$ cat src/rtl/ka_partial_gen_8bit_pkg.sv
// Shared types and constants for the 8-bit carry-less Karatsuba multiplier.
// The overlap stage and later stages import this package as well.
package ka_pkg;
    localparam int KA_N = 8;
    localparam int KA_H = 4;
    localparam int KA_P = 2 * KA_H - 1;

    typedef enum logic [2:0] {
        IDLE,
        MUL_LO,
        MUL_HI,
        MUL_MID,
        DONE
    } ka_pg_state_t;
endpackage

$ cat src/rtl/ka_partial_gen_8bit_if.sv
// Operand and partial-product handshake bundle of the Karatsuba front end.
// The master side is the upstream/downstream environment; the slave side is the block itself.
interface ka_partial_gen_8bit_if;
    logic                     in_valid;
    logic                     in_ready;
    logic [ka_pkg::KA_N-1:0]  a;
    logic [ka_pkg::KA_N-1:0]  b;
    logic                     out_valid;
    logic                     out_ready;
    logic [ka_pkg::KA_P-1:0]  p_lo;
    logic [ka_pkg::KA_P-1:0]  p_mid;
    logic [ka_pkg::KA_P-1:0]  p_hi;

    modport master (
        output in_valid, a, b, out_ready,
        input  in_ready, out_valid, p_lo, p_mid, p_hi
    );

    modport slave (
        input  in_valid, a, b, out_ready,
        output in_ready, out_valid, p_lo, p_mid, p_hi
    );
endinterface

$ cat src/rtl/ka_partial_gen_8bit_clmul_4bit.sv
// Combinational 4x4 carry-less multiply: p[k] is the XOR of x[i]&y[j] over i+j=k.
module clmul_4bit
    import ka_pkg::*;
(
    input  logic [KA_H-1:0] x,
    input  logic [KA_H-1:0] y,
    output logic [KA_P-1:0] p
);
    always_comb begin
        p = '0;
        for (int i = 0; i < KA_H; i++) begin
            for (int j = 0; j < KA_H; j++) begin
                p[i+j] = p[i+j] ^ (x[i] & y[j]);
            end
        end
    end
endmodule

$ cat src/rtl/ka_partial_gen_8bit.sv
// Karatsuba front end: one shared 4x4 carry-less multiplier produces the low,
// high and corrected middle partial products over three cycles.
//
// state   | meaning
// IDLE    | in_ready high, waiting for an operand pair
// MUL_LO  | aL*bL into the low scratch register
// MUL_HI  | aH*bH into the high scratch register
// MUL_MID | middle product corrected and all three outputs committed
// DONE    | result presented, held until out_ready
module ka_partial_gen_8bit
    import ka_pkg::*;
(
    input  logic                  clk,
    input  logic                  rst_n,
    ka_partial_gen_8bit_if.slave  bus
);
    ka_pg_state_t    state;
    ka_pg_state_t    state_nxt;
    logic [KA_N-1:0] a_r;
    logic [KA_N-1:0] b_r;
    logic [KA_P-1:0] lo_r;
    logic [KA_P-1:0] hi_r;
    logic [KA_P-1:0] p_lo_r;
    logic [KA_P-1:0] p_mid_r;
    logic [KA_P-1:0] p_hi_r;
    logic            out_valid_r;
    logic [KA_H-1:0] mul_x;
    logic [KA_H-1:0] mul_y;
    logic [KA_P-1:0] mul_p;
    logic            accept;
    logic            ready;

    clmul_4bit u_clmul (
        .x (mul_x),
        .y (mul_y),
        .p (mul_p)
    );

    always_ff @(posedge clk or negedge rst_n) begin
        if (!rst_n) state <= IDLE;
        else        state <= state_nxt;
    end

    always_comb begin
        state_nxt = state;
        case (state)
            IDLE:    if (bus.in_valid) state_nxt = MUL_LO;
            MUL_LO:  state_nxt = MUL_HI;
            MUL_HI:  state_nxt = MUL_MID;
            MUL_MID: state_nxt = DONE;
            DONE:    if (bus.out_ready) state_nxt = IDLE;
            default: state_nxt = IDLE;
        endcase
    end

    // rst_n gates in_ready so the upstream never sees a ready while reset is held
    always_comb begin
        ready  = 1'b0;
        mul_x  = '0;
        mul_y  = '0;
        case (state)
            IDLE:    ready = rst_n;
            MUL_LO:  begin
                mul_x = a_r[KA_H-1:0];
                mul_y = b_r[KA_H-1:0];
            end
            MUL_HI:  begin
                mul_x = a_r[KA_N-1:KA_H];
                mul_y = b_r[KA_N-1:KA_H];
            end
            MUL_MID: begin
                mul_x = a_r[KA_H-1:0] ^ a_r[KA_N-1:KA_H];
                mul_y = b_r[KA_H-1:0] ^ b_r[KA_N-1:KA_H];
            end
            default: ;
        endcase
    end

    assign accept = ready & bus.in_valid;

    // lo/hi live in scratch registers so the outputs keep the previous result until MUL_MID
    always_ff @(posedge clk or negedge rst_n) begin
        if (!rst_n) begin
            a_r         <= '0;
            b_r         <= '0;
            lo_r        <= '0;
            hi_r        <= '0;
            p_lo_r      <= '0;
            p_mid_r     <= '0;
            p_hi_r      <= '0;
            out_valid_r <= 1'b0;
        end else begin
            if (accept) begin
                a_r <= bus.a;
                b_r <= bus.b;
            end
            case (state)
                MUL_LO:  lo_r <= mul_p;
                MUL_HI:  hi_r <= mul_p;
                MUL_MID: begin
                    p_lo_r      <= lo_r;
                    p_hi_r      <= hi_r;
                    p_mid_r     <= mul_p ^ lo_r ^ hi_r;
                    out_valid_r <= 1'b1;
                end
                DONE:    if (bus.out_ready) out_valid_r <= 1'b0;
                default: ;
            endcase
        end
    end

    assign bus.in_ready  = ready;
    assign bus.out_valid = out_valid_r;
    assign bus.p_lo      = p_lo_r;
    assign bus.p_mid     = p_mid_r;
    assign bus.p_hi      = p_hi_r;
endmodule
$ cat src/flat_wrapper.sv
// flat-port wrapper written by rule: the top's interface ports become plain ports
module ka_partial_gen_8bit_flat import ka_pkg::*;
  (clk, rst_n, bus_in_valid, bus_a, bus_b, bus_out_ready, bus_in_ready, bus_out_valid, bus_p_lo, bus_p_mid, bus_p_hi);
  ka_partial_gen_8bit_if bus_i ();
  input  logic clk;
  input  logic rst_n;
  input wire logic [$bits(bus_i.in_valid)-1:0] bus_in_valid;
  input wire logic [$bits(bus_i.a)-1:0] bus_a;
  input wire logic [$bits(bus_i.b)-1:0] bus_b;
  input wire logic [$bits(bus_i.out_ready)-1:0] bus_out_ready;
  output wire logic [$bits(bus_i.in_ready)-1:0] bus_in_ready;
  output wire logic [$bits(bus_i.out_valid)-1:0] bus_out_valid;
  output wire logic [$bits(bus_i.p_lo)-1:0] bus_p_lo;
  output wire logic [$bits(bus_i.p_mid)-1:0] bus_p_mid;
  output wire logic [$bits(bus_i.p_hi)-1:0] bus_p_hi;
  assign bus_i.in_valid = bus_in_valid;
  assign bus_i.a = bus_a;
  assign bus_i.b = bus_b;
  assign bus_i.out_ready = bus_out_ready;
  assign bus_in_ready = bus_i.in_ready;
  assign bus_out_valid = bus_i.out_valid;
  assign bus_p_lo = bus_i.p_lo;
  assign bus_p_mid = bus_i.p_mid;
  assign bus_p_hi = bus_i.p_hi;
  ka_partial_gen_8bit u_core (.clk(clk), .rst_n(rst_n), .bus(bus_i));
endmodule
$ cat config.mk
export PLATFORM = sky130hd
export DESIGN_NAME = ka_partial_gen_8bit_flat
export DESIGN_NICKNAME = d
export VERILOG_FILES = /design/src/rtl/ka_partial_gen_8bit_pkg.sv /design/src/rtl/ka_partial_gen_8bit_if.sv /design/src/rtl/ka_partial_gen_8bit_clmul_4bit.sv /design/src/rtl/ka_partial_gen_8bit.sv /design/src/flat_wrapper.sv
export SDC_FILE = /design/constraint.sdc
export NUM_CORES = 1
export LEC_CHECK = 0
export BUFFER_PORTS_ARGS = -buffer_cell sky130_fd_sc_hd__buf_2
export CORE_UTILIZATION = 40
export DETAILED_ROUTE_END_ITERATION = 7
export PLACE_DENSITY = 0.61
export SYNTH_ARGS = -nofsm -noshare
export SYNTH_HDL_FRONTEND = slang
export SYNTH_SLANG_ARGS = --single-unit
$ cat constraint.sdc
create_clock -name clk -period 2.2 [get_ports clk]
set_input_delay 0.11 -clock clk [delete_from_list [all_inputs] [get_ports clk]]
set_output_delay 0.11 -clock clk [all_outputs]
set_load 0.01 [all_outputs]
==> flow_metrics.env, run 1 <==
export IMPL_synth_area_leaders="dfrtp_1, mux2_2, nand2_1"
export IMPL_ys_warn_count=0
export IMPL_clk_path_buf_depth=2
export IMPL_worst_setup_path_start_kind="flop"
export IMPL_path_class="flop to flop"
export IMPL_rr_endpoint="u_core.bus.p_mid[3]"
export IMPL_numCtsBuffers=5
export IMPL_tritoncts="built"
export IMPL_clock_sinks=55
export IMPL_r2r_start="u_core.state[0]"
export IMPL_crit_fanout=15
export IMPL_dr_pass1_iters=4
export IMPL_grt_pass1_vias=1521
export IMPL_initial_utilization_pct=42.1
export IMPL_vias=1575
export IMPL_hold_slack_ns=-0.0279
export IMPL_grt_max_degree=56
export IMPL_hp_class="primary input to asynchronous set/reset pin"
export IMPL_num_io_pins=43
export IMPL_crit_slowest_cell="dfrtp_2"
export IMPL_place_congestion=0.754
export IMPL_ant_nets=0
export IMPL_clk_pin_slew_ns=0.09
export IMPL_finalClockSkew_ns=0.0105
export IMPL_async_flop_share_pct=100
export IMPL_synth_top_area_share_pct=54.6
export IMPL_grt_antenna_before_repair=0
export IMPL_min_period_ns=1.94
export IMPL_synth_main_ff_cell="dfrtp_1"
export IMPL_reg2reg_depth=6
export IMPL_port_buffers=42
export IMPL_htree_levels=2
export IMPL_maxCapViolCount=0
export IMPL_fin_util_pct=48.3
export IMPL_final_cell_mix="dfrtp_1, buf_2, nand2_1"
export IMPL_p_per_area_nw_per_um2=1460
export IMPL_endpoint="u_core.bus.p_mid[3]"
export IMPL_critPathRequiredTime_ns=2.43
export IMPL_grt_usage_pct=14.9
export IMPL_layout_nets=276
export IMPL_drcViolationCount=0
export IMPL_placed_cells=324
export IMPL_worstSkewPairLatency_ns=0.30
export IMPL_routedWlPerCell_um=13.1
export IMPL_core_area_um2=5990
export IMPL_drive_above_1_share_pct=36.3
export IMPL_postRouteWirelength_um=4340
export IMPL_ys_seq_area_share_pct=54.6
export IMPL_yosys_area_top_type="dfrtp_1"
export IMPL_violations="negative hold slack"
export IMPL_critPathCaptureType="flop"
export IMPL_crit_chain="nand2_1 > xor2_1 > nand3_1 > xor2_1 > xnor3_1 > o21ai_1"
export IMPL_fp_dieH_um=81.4
export IMPL_fmax_ghz=0.515
export IMPL_syn_nets=234
export IMPL_num_rows=28
export IMPL_worst_path_most_repeated_cell="xor2_1"
export IMPL_final_common_cell="dfrtp_1"
export IMPL_drt_iter0_markers=97
export IMPL_worst_slew_pin_slew_ns=0.687
export IMPL_critPathBufInv=0
export IMPL_crit_arrival_ns=2.18
export IMPL_setup_viol=0
export IMPL_area_growth_pct=14.8
export IMPL_gr_total_overflow=0
export IMPL_relSlewSlack_pct=54.2
export IMPL_die_w_um=81.4
export IMPL_cp_top_family="XOR/XNOR gates"
export IMPL_post_dp_hpwl_um=3060
export IMPL_avgViaCountPerCell=4.76
export IMPL_tns_ns=0
export IMPL_min_period_over_period_pct=88.3
export IMPL_cp_startpoint="u_core.state[0]"
export IMPL_fin_cells=331
export IMPL_p_leak_nw=1.36
export IMPL_grt_pass1_wl_um=7410
export IMPL_status="complete, but fails checks"
export IMPL_r2r_slack_ns=0.26
export IMPL_ir_drop_uv=541
export IMPL_path_depth=6
export IMPL_drv_slew=0
export IMPL_avgSynthCellArea_um2=11.8
export IMPL_rsz0062_at_grt="false"
export IMPL_netlist_instances=214
export IMPL_hold_viol=13
export IMPL_cts_setup_buffers=0
export IMPL_critPathMaxStageDelay_ns=0.54
export IMPL_ctsRootBufferMaster="clkbuf_8"
export IMPL_synth_seq_cells=55
export IMPL_syn_cell_area_um2=2520
export IMPL_num_antenna_cells=0
export IMPL_ys_types=25
export IMPL_synth_edff_count=0
export IMPL_die_area_um2=6620
export IMPL_num_fill_cells=576
stage by stage:
step / instance area (um2) / total power [W] / worst slack (ns)
finish: 2890 / 0.00423 / 0.257
global route: 2890 / 0.00459 / 0.0890
CTS: 2890 / 0.00429 / 0.122
detailed placement: 2790 / 0.00364 / 0.137
global placement: 2790 / 0.00358 / 0.195
floorplan: 2520 / 0.00319 / 0.428
how the worst min path moves through the flow:
stage | slack [ns] | end | depth (start not counted)
global route | 0.02 | u_core.a_r[7] | 2
CTS | 0.01 | u_core.bus.p_hi[0] | 2
finish | -0.03 | u_core.bus.p_mid[1] | 2
global placement | 0.34 | u_core.bus.p_hi[0] | 2
detailed placement | 0.35 | u_core.bus.p_hi[0] | 2
floorplan | -0.19 | u_core.a_r[0] | 0
logic make-up after synthesis:
| group | Yosys count | synth area share (%) |
|---|---|---|
| AO/OA/AOI/OAI | 22 | 4.37 |
| XOR/XNOR | 29 | 12.7 |
| buffers and inverters | 10 | 2.18 |
| flip-flops | 55 | 54.6 |
| multiplexers | 30 | 13.4 |
| AND/OR/NAND/NOR | 68 | 12.7 |
cells in the mapped netlist, types with 2 or more instances:
cell type / instances
xor3_1: 2
buf_6: 2
nand2_1: 38
o21ai_0: 19
nand2_2: 4
o21ai_1: 2
buf_2: 2
xor2_1: 8
nand3_2: 2
xor2_2: 3
xnor2_1: 15
mux2_2: 30
dfrtp_1: 55
clkbuf_1: 5
nand3_1: 14
nor2_1: 4
state kept, by name, summed over array words and instances, names as in the netlist:
register / count
u_core.a_r: 8
u_core.b_r: 8
u_core.bus.p_hi: 7
u_core.bus.p_lo: 7
u_core.bus.p_mid: 7
u_core.hi_r: 7
u_core.lo_r: 7
u_core.state: 3
u_core.bus.out_valid: 1
area by class of cell:
class	count	area [um2]	share of cell area, %
Clock inverter	1	30.0	1.04
Tap cell	75	93.8	3.24
Clock buffer	6	72.6	2.51
Inverter	1	3.75	0.130
Multi-Input combinational cell	149	1090	37.6
Timing Repair Buffer	44	225	7.79
Sequential cell	55	1380	47.7
where the power goes:
| part | switching (W) | internal [W] |
|---|---|---|
| clock network | 0.000306 | 0.000334 |
| logic | 0.000941 | 0.000901 |
| registers | 0.000325 | 0.00142 |
worst reg2reg max path, cell delays in order, from the launching register on:
cell     delay, ns
dfrtp_2       0.54
nand2_1       0.11
xor2_1        0.32
nand3_1       0.14
xor2_1        0.22
xnor3_1       0.43
o21ai_1       0.12
layer usage:
metal  global-route usage (%)  part of all wire, %  up-vias
met3                     3.48                  3.9        4
met5                        0                    0        -
li1                         -                    -      797
met1                     21.3                   51      738
met4                     4.82                  1.1        0
met2                     22.2                   44       36
timing repair:
item	4_1_cts	5_1_grt
endpoints found under the setup margin	0	3
hold endpoints to repair	0	0
gates resized for setup	0	2
hold buffers	0	0
Note: power is estimated with default switching activity, not from simulation.
==> run 2: changes to the inputs <==
CORE_UTILIZATION = 55   (was 40)
PLACE_DENSITY = 0.79   (was 0.61)
==> run 2 against run 1 <==
Compared with the run above:
- the flow now finishes without violations
- global-route usage rose by 5.1 points
- final cell count decreased by 6.3%
- clock power shrank 16%
- flip-flop and latch count unchanged
- register-to-register slack got worse by 0.04 ns
- wire length fell by 2.9%
- sequential share of layout area up 0.61 points
- worst hold slack improved by 0.053 ns
- utilization is 17 points higher
- critical endpoint unchanged
- highest routed layer unchanged
==> flow_metrics.env, run 2 (synthesis results as in run 1) <==
export IMPL_fp_dieH_um=69.7
export IMPL_grt_antenna_before_repair=0
export IMPL_hp_class="primary input to flop"
export IMPL_area_growth_pct=13.4
export IMPL_wl_met2_um=1990
export IMPL_wl_met1_um=1980
export IMPL_drcViolationCount=0
export IMPL_num_antenna_cells=0
export IMPL_critPathCaptureType="flop"
export IMPL_htree_levels=2
export IMPL_clock_sinks=55
export IMPL_clk_path_buf_depth=2
export IMPL_power_frac_comb_pct=44.7
export IMPL_crit_arrival_ns=2.22
export IMPL_drt_iter0_markers=82
export IMPL_final_common_cell="dfrtp_1"
export IMPL_worst_slew_pin_slew_ns=0.674
export IMPL_min_period_ns=1.99
export IMPL_maxCapViolCount=0
export IMPL_path_depth=6
export IMPL_drv_slew=0
export IMPL_p_sw_w=0.00158
export IMPL_grt_max_degree=56
export IMPL_dr_pass1_iters=4
export IMPL_numCtsBuffers=5
export IMPL_postRouteWirelength_um=4220
export IMPL_r2r_slack_ns=0.21
export IMPL_p_int_w=0.00255
export IMPL_r2r_start="u_core.state[0]"
export IMPL_p_leak_nw=1.35
export IMPL_p_per_area_nw_per_um2=1450
export IMPL_layout_nets=277
export IMPL_routed_wl_met3_um=183
export IMPL_cts_setup_buffers=0
export IMPL_ir_drop_uv=707
export IMPL_finalClockSkew_ns=0.00751
export IMPL_grt_pass1_vias=1631
export IMPL_crit_slowest_cell="dfrtp_2"
export IMPL_place_congestion=0.946
export IMPL_routedWlPerCell_um=13.6
export IMPL_relSlewSlack_pct=55.1
export IMPL_post_dp_hpwl_um=2930
export IMPL_avgViaCountPerCell=5.28
export IMPL_vias=1638
export IMPL_clk_pin_slew_ns=0.09
export IMPL_placed_cells=301
export IMPL_gr_total_overflow=0
export IMPL_ctsRootBufferMaster="clkbuf_8"
export IMPL_critPathBufInv=0
export IMPL_critPathMaxStageDelay_ns=0.53
export IMPL_cp_startpoint="u_core.state[0]"
export IMPL_critPathRequiredTime_ns=2.44
export IMPL_initial_utilization_pct=57.5
export IMPL_path_class="flop to flop"
export IMPL_crit_chain="nand2_1 > xor2_1 > nand3_1 > xor2_1 > xnor3_1 > o21ai_1"
export IMPL_switching_share_pct=38.2
export IMPL_rr_endpoint="u_core.bus.p_mid[3]"
export IMPL_die_area_um2=4860
export IMPL_tns_ns=0
export IMPL_top_layer="met4"
export IMPL_status="completed"
export IMPL_min_period_over_period_pct=90.2
export IMPL_num_io_pins=43
export IMPL_endpoint="u_core.bus.p_mid[3]"
export IMPL_setup_viol=0
export IMPL_drive_above_1_share_pct=36.4
export IMPL_crit_fanout=15
export IMPL_ant_nets=0
export IMPL_worstSkewPairLatency_ns=0.31
export IMPL_tritoncts="built"
export IMPL_final_cell_mix="dfrtp_1, buf_2, nand2_1"
export IMPL_fmax_ghz=0.504
export IMPL_min_path_cells=2
export IMPL_core_area_um2=4380
export IMPL_reg2reg_depth=6
export IMPL_grt_usage_pct=19.9
export IMPL_pwr_share_clk_pct=13.0
export IMPL_num_rows=24
export IMPL_cp_top_family="XOR/XNOR gates"
export IMPL_worst_path_most_repeated_cell="xor2_1"
export IMPL_hold_viol=0
export IMPL_die_w_um=69.7
export IMPL_rsz0062_at_grt="false"
export IMPL_sequentialPowerShare_pct=42.4
export IMPL_reg_top3="u_core.a_r x8, u_core.b_r x8"
export IMPL_num_fill_cells=362
export IMPL_worst_setup_path_start_kind="flop"
export IMPL_fin_cells=310
export IMPL_port_buffers=42
export IMPL_grt_pass1_wl_um=7490
run 2: timing repair:
item | 4_1_cts | 5_1_grt
hold buffers | 1 | 0
resized for setup | 0 | 2
endpoints found under the hold margin | 55 | 0
setup endpoints to repair | 0 | 4
run 2: cell type report:
| type | count | area [um2] | area share [%] |
|---|---|---|---|
| Clock buffer | 6 | 72.6 | 2.54 |
| Clock inverter | 2 | 12.5 | 0.438 |
| Inverter | 1 | 3.75 | 0.131 |
| Multi-Input combinational cell | 149 | 1090 | 38.1 |
| Sequential cell | 55 | 1380 | 48.3 |
| Tap cell | 52 | 65.1 | 2.28 |
| Timing Repair Buffer | 45 | 235 | 8.23 |
run 2: how the worst min path moves through the flow:
stage	from	to	slack [ns]
2_1_floorplan	rst_n	u_core.a_r[0]	-0.19
3_5_place_dp	rst_n	u_core.bus.p_hi[1]	0.32
5_1_grt	bus_a[3]	u_core.a_r[3]	0.01
6_report	bus_a[7]	u_core.a_r[7]	0.03
4_1_cts	bus_a[7]	u_core.a_r[7]	0.02
3_3_place_gp	rst_n	u_core.bus.p_hi[1]	0.32
run 2: stage by stage:
stage | power (W) | setup slack [ns] | area [um2] | hold slack [ns] | util (%)
global route | 0.00447 | 0.00451 | 2860 | 0.0144 | 65.2
detailed placement | 0.00362 | 0.0681 | 2760 | 0.325 | 62.9
finish | 0.00413 | 0.215 | 2860 | 0.0254 | 65.2
CTS | 0.00416 | 0.0476 | 2850 | 0.0150 | 65.1
global placement | 0.00355 | 0.210 | 2760 | 0.318 | 62.9
floorplan | 0.00319 | 0.428 | 2520 | -0.186 | -
run 2: power groups by stage:
stage               logic (W)  clock network, W  registers, W
CTS                   0.00186          0.000557       0.00174
finish                0.00184          0.000536       0.00175
detailed placement    0.00186                 0       0.00176
global route          0.00206          0.000599       0.00181
floorplan             0.00147                 0       0.00173
global placement      0.00181                 0       0.00174
run 2: routing by layer:
metal	track usage [%]	vias up
met2	31.2	47
met4	8.89	0
met5	0	-
met3	4.80	5
li1	-	803
met1	26.6	783
==> run 3: changes to the inputs <==
ABC_AREA = 1   (was default)
CORE_ASPECT_RATIO = 1.4   (was default)
CORE_UTILIZATION = 56   (was 55)
PLACE_DENSITY = 0.8   (was 0.79)
==> run 3 against run 2 <==
Compared with the run above:
- utilization is 2.1 points higher
- combinational power is 5% higher
- sequential power is 2% lower
- worst hold slack better by 0.0033 ns
- clock power is 20% higher
- via count is 32% higher
- register-to-register slack better by 0.13 ns
- final cell count is 38% higher
- largest cell class unchanged
- critical path type unchanged
==> flow_metrics.env, run 3 <==
export IMPL_status="completed"
export IMPL_rsz0062_at_grt="false"
export IMPL_core_area_um2=4540
export IMPL_design_area_um2=3050
export IMPL_drv_slew=0
export IMPL_synth_seq_cells=55
export IMPL_clk_pin_slew_ns=0.09
export IMPL_avgViaCountPerCell=5.03
export IMPL_worstSkewPairLatency_ns=0.31
export IMPL_drcViolationCount=0
export IMPL_wl_met1_um=2050
export IMPL_tns_ns=0
export IMPL_num_rows=29
export IMPL_drive_above_1_share_pct=20.4
export IMPL_grt_max_degree=56
export IMPL_maxCapViolCount=0
export IMPL_num_fill_cells=398
export IMPL_path_class="flop to flop"
export IMPL_synthSimpleGateAreaFrac_pct=28.5
export IMPL_synth_edff_count=0
export IMPL_avgSynthCellArea_um2=8.27
export IMPL_hp_class="primary input to flop"
export IMPL_synth_top_family_by_area="simple AND/OR/NAND/NOR gates"
export IMPL_clock_sinks=55
export IMPL_ir_drop_uv=707
export IMPL_finalPower_w=0.00429
export IMPL_syn_nets=340
export IMPL_worst_slew_pin_slew_ns=0.663
export IMPL_p_per_area_nw_per_um2=1410
export IMPL_grt_usage_pct=22.8
export IMPL_ctsRootBufferMaster="clkbuf_8"
export IMPL_min_path_cells=2
export IMPL_clk_path_buf_depth=2
export IMPL_area_growth_pct=15.3
export IMPL_port_buffers=42
export IMPL_gr_total_overflow=0
export IMPL_ant_nets=0
export IMPL_die_area_um2=5010
export IMPL_critPathCaptureType="flop"
export IMPL_layout_nets=387
export IMPL_netlist_instances=320
export IMPL_p_leak_nw=1.71
export IMPL_place_congestion=0.879
export IMPL_synth_xor_xnor_area_share_pct=4.30
export IMPL_reg2reg_depth=7
export IMPL_yosys_area_top_type="dfrtp_1"
export IMPL_hold_viol=0
export IMPL_syn_cell_area_um2=2650
export IMPL_grt_pass1_wl_um=8700
export IMPL_die_w_um=60.1
export IMPL_fp_dieH_um=83.3
export IMPL_setup_viol=0
export IMPL_synth_commonest_cells="nand2_1, dfrtp_1, nand3_1"
export IMPL_min_period_over_period_pct=84.3
export IMPL_synth_main_ff_cell="dfrtp_1"
export IMPL_final_cell_mix="nand2_1, dfrtp_1, buf_2"
export IMPL_dpl_cell_area_um2=2930
export IMPL_numCtsBuffers=5
export IMPL_synth_area_mux_share_pct=6.38
export IMPL_dr_pass1_iters=4
export IMPL_reg_top3="u_core.a_r x8, u_core.b_r x8"
export IMPL_synth_area_leaders="dfrtp_1, nand2_1, mux2_2"
export IMPL_vias=2157
export IMPL_synth_most_common_cell="nand2_1"
export IMPL_final_common_cell="nand2_1"
export IMPL_initial_utilization_pct=58.3
export IMPL_num_io_pins=43
export IMPL_top_layer="met4"
export IMPL_finalClockSkew_ns=0.00506
export IMPL_synth_top_area_share_pct=52.0
export IMPL_routed_wl_met3_um=152
export IMPL_tritoncts="built"
export IMPL_ys_types=19
export IMPL_worst_setup_path_start_kind="flop"
export IMPL_synth_compound_area_share_pct=3.78
export IMPL_routedWlPerCell_um=11.5
export IMPL_wl_met2_um=2590
export IMPL_relSlewSlack_pct=55.8
export IMPL_critPathRequiredTime_ns=2.37
export IMPL_crit_fanout=8
export IMPL_ys_seq_area_share_pct=52.0
export IMPL_num_antenna_cells=0
export IMPL_ys_warn_count=0
export IMPL_crit_arrival_ns=2.03
export IMPL_min_period_ns=1.85
export IMPL_postRouteWirelength_um=4930
export IMPL_synthAdderAreaFrac_pct=0
export IMPL_grt_pass1_vias=2082
export IMPL_async_flop_share_pct=100
export IMPL_post_dp_hpwl_um=3580
export IMPL_drt_iter0_markers=73
export IMPL_htree_levels=2
export IMPL_fmax_ghz=0.539
export IMPL_grt_antenna_before_repair=0
==> run 3: cell types whose count changed after synthesis, moves of 2 or more <==
cell,change
nand2_1,+99
inv_1,+23
mux2_2,-15
nand3_1,+13
xnor2_1,-12
nor2_1,+9
xor2_2,-3
buf_2,+2
nand2_2,-2
nand3_2,-2
nand3b_1,+2
xor2_1,+2
xor3_1,-2
==> run 3: final timing paths <==
check,start,endpoint,slack (ns)
worst max-delay path,u_core.state[2],u_core.bus.p_mid[1],0.35
worst min-delay path,bus_b[2],u_core.b_r[2],0.03
worst max register to register,u_core.state[2],u_core.bus.p_mid[1],0.35
worst min register to register,u_core.bus.p_hi[5],u_core.bus.p_hi[5],0.47
max in group asynchronous,rst_n,u_core.a_r[3],1.28
min in group asynchronous,rst_n,u_core.bus.p_lo[5],0.47
==> run 3: layout make-up <==
class	count	area (um2)	share of cell area [%]
tap	62	77.6	2.54
inverter	23	86.3	2.83
timing repair buffer	49	265	8.69
clock inverter	2	37.5	1.23
clock buffer	5	68.8	2.26
sequential	55	1380	45.1
multi-input combinational	233	1140	37.4
==> run 3: critical path, cell delays in order (launching register included) <==
cell	delay (ns)
dfrtp_1	0.47
nor2_2	0.31
nand3_1	0.12
nand2_1	0.17
nand2_1	0.09
xnor2_1	0.24
xor2_1	0.21
o21ai_0	0.12
==> run 3: kinds of logic after synthesis <==
family,Yosys count
AOI/OAI and AO/OA,20
xor gates and xnor gates,13
buffers and inverters,32
DFF,55
muxes,15
and+or+nand+nor,185
==> run 3: metal layers <==
metal | global-route usage, % | vias up
met5 | 0 | -
li1 | - | 1099
met4 | 10.6 | 0
met2 | 38.2 | 46
met1 | 27.0 | 1003
met3 | 4.83 | 9
==> run 3: what timing repair did <==
action                     4_1_cts  5_1_grt
setup endpoints to repair        0        3
buffers inserted                 0        0
hold buffers                     1        0
hold endpoints to repair        55        0
resized for setup                0        1
==> run 3: through the flow <==
stage               utilization [%]  instances  worst slack, ns  hold WS [ns]
floorplan                         -        320            0.488        -0.186
global placement               64.7        421            0.288         0.306
detailed placement             64.7        421            0.265         0.305
CTS                            67.2        429            0.174        0.0236
global route                   67.3        429            0.128        0.0202
finish                         67.3        429            0.346        0.0286
==> run 3: report_power, final <==
| part | switching, W | internal [W] |
|---|---|---|
| combinational | 0.00118 | 0.000750 |
| clock | 0.000312 | 0.000333 |
| sequential | 0.000306 | 0.00141 |
| total | 0.00180 | 0.00249 |
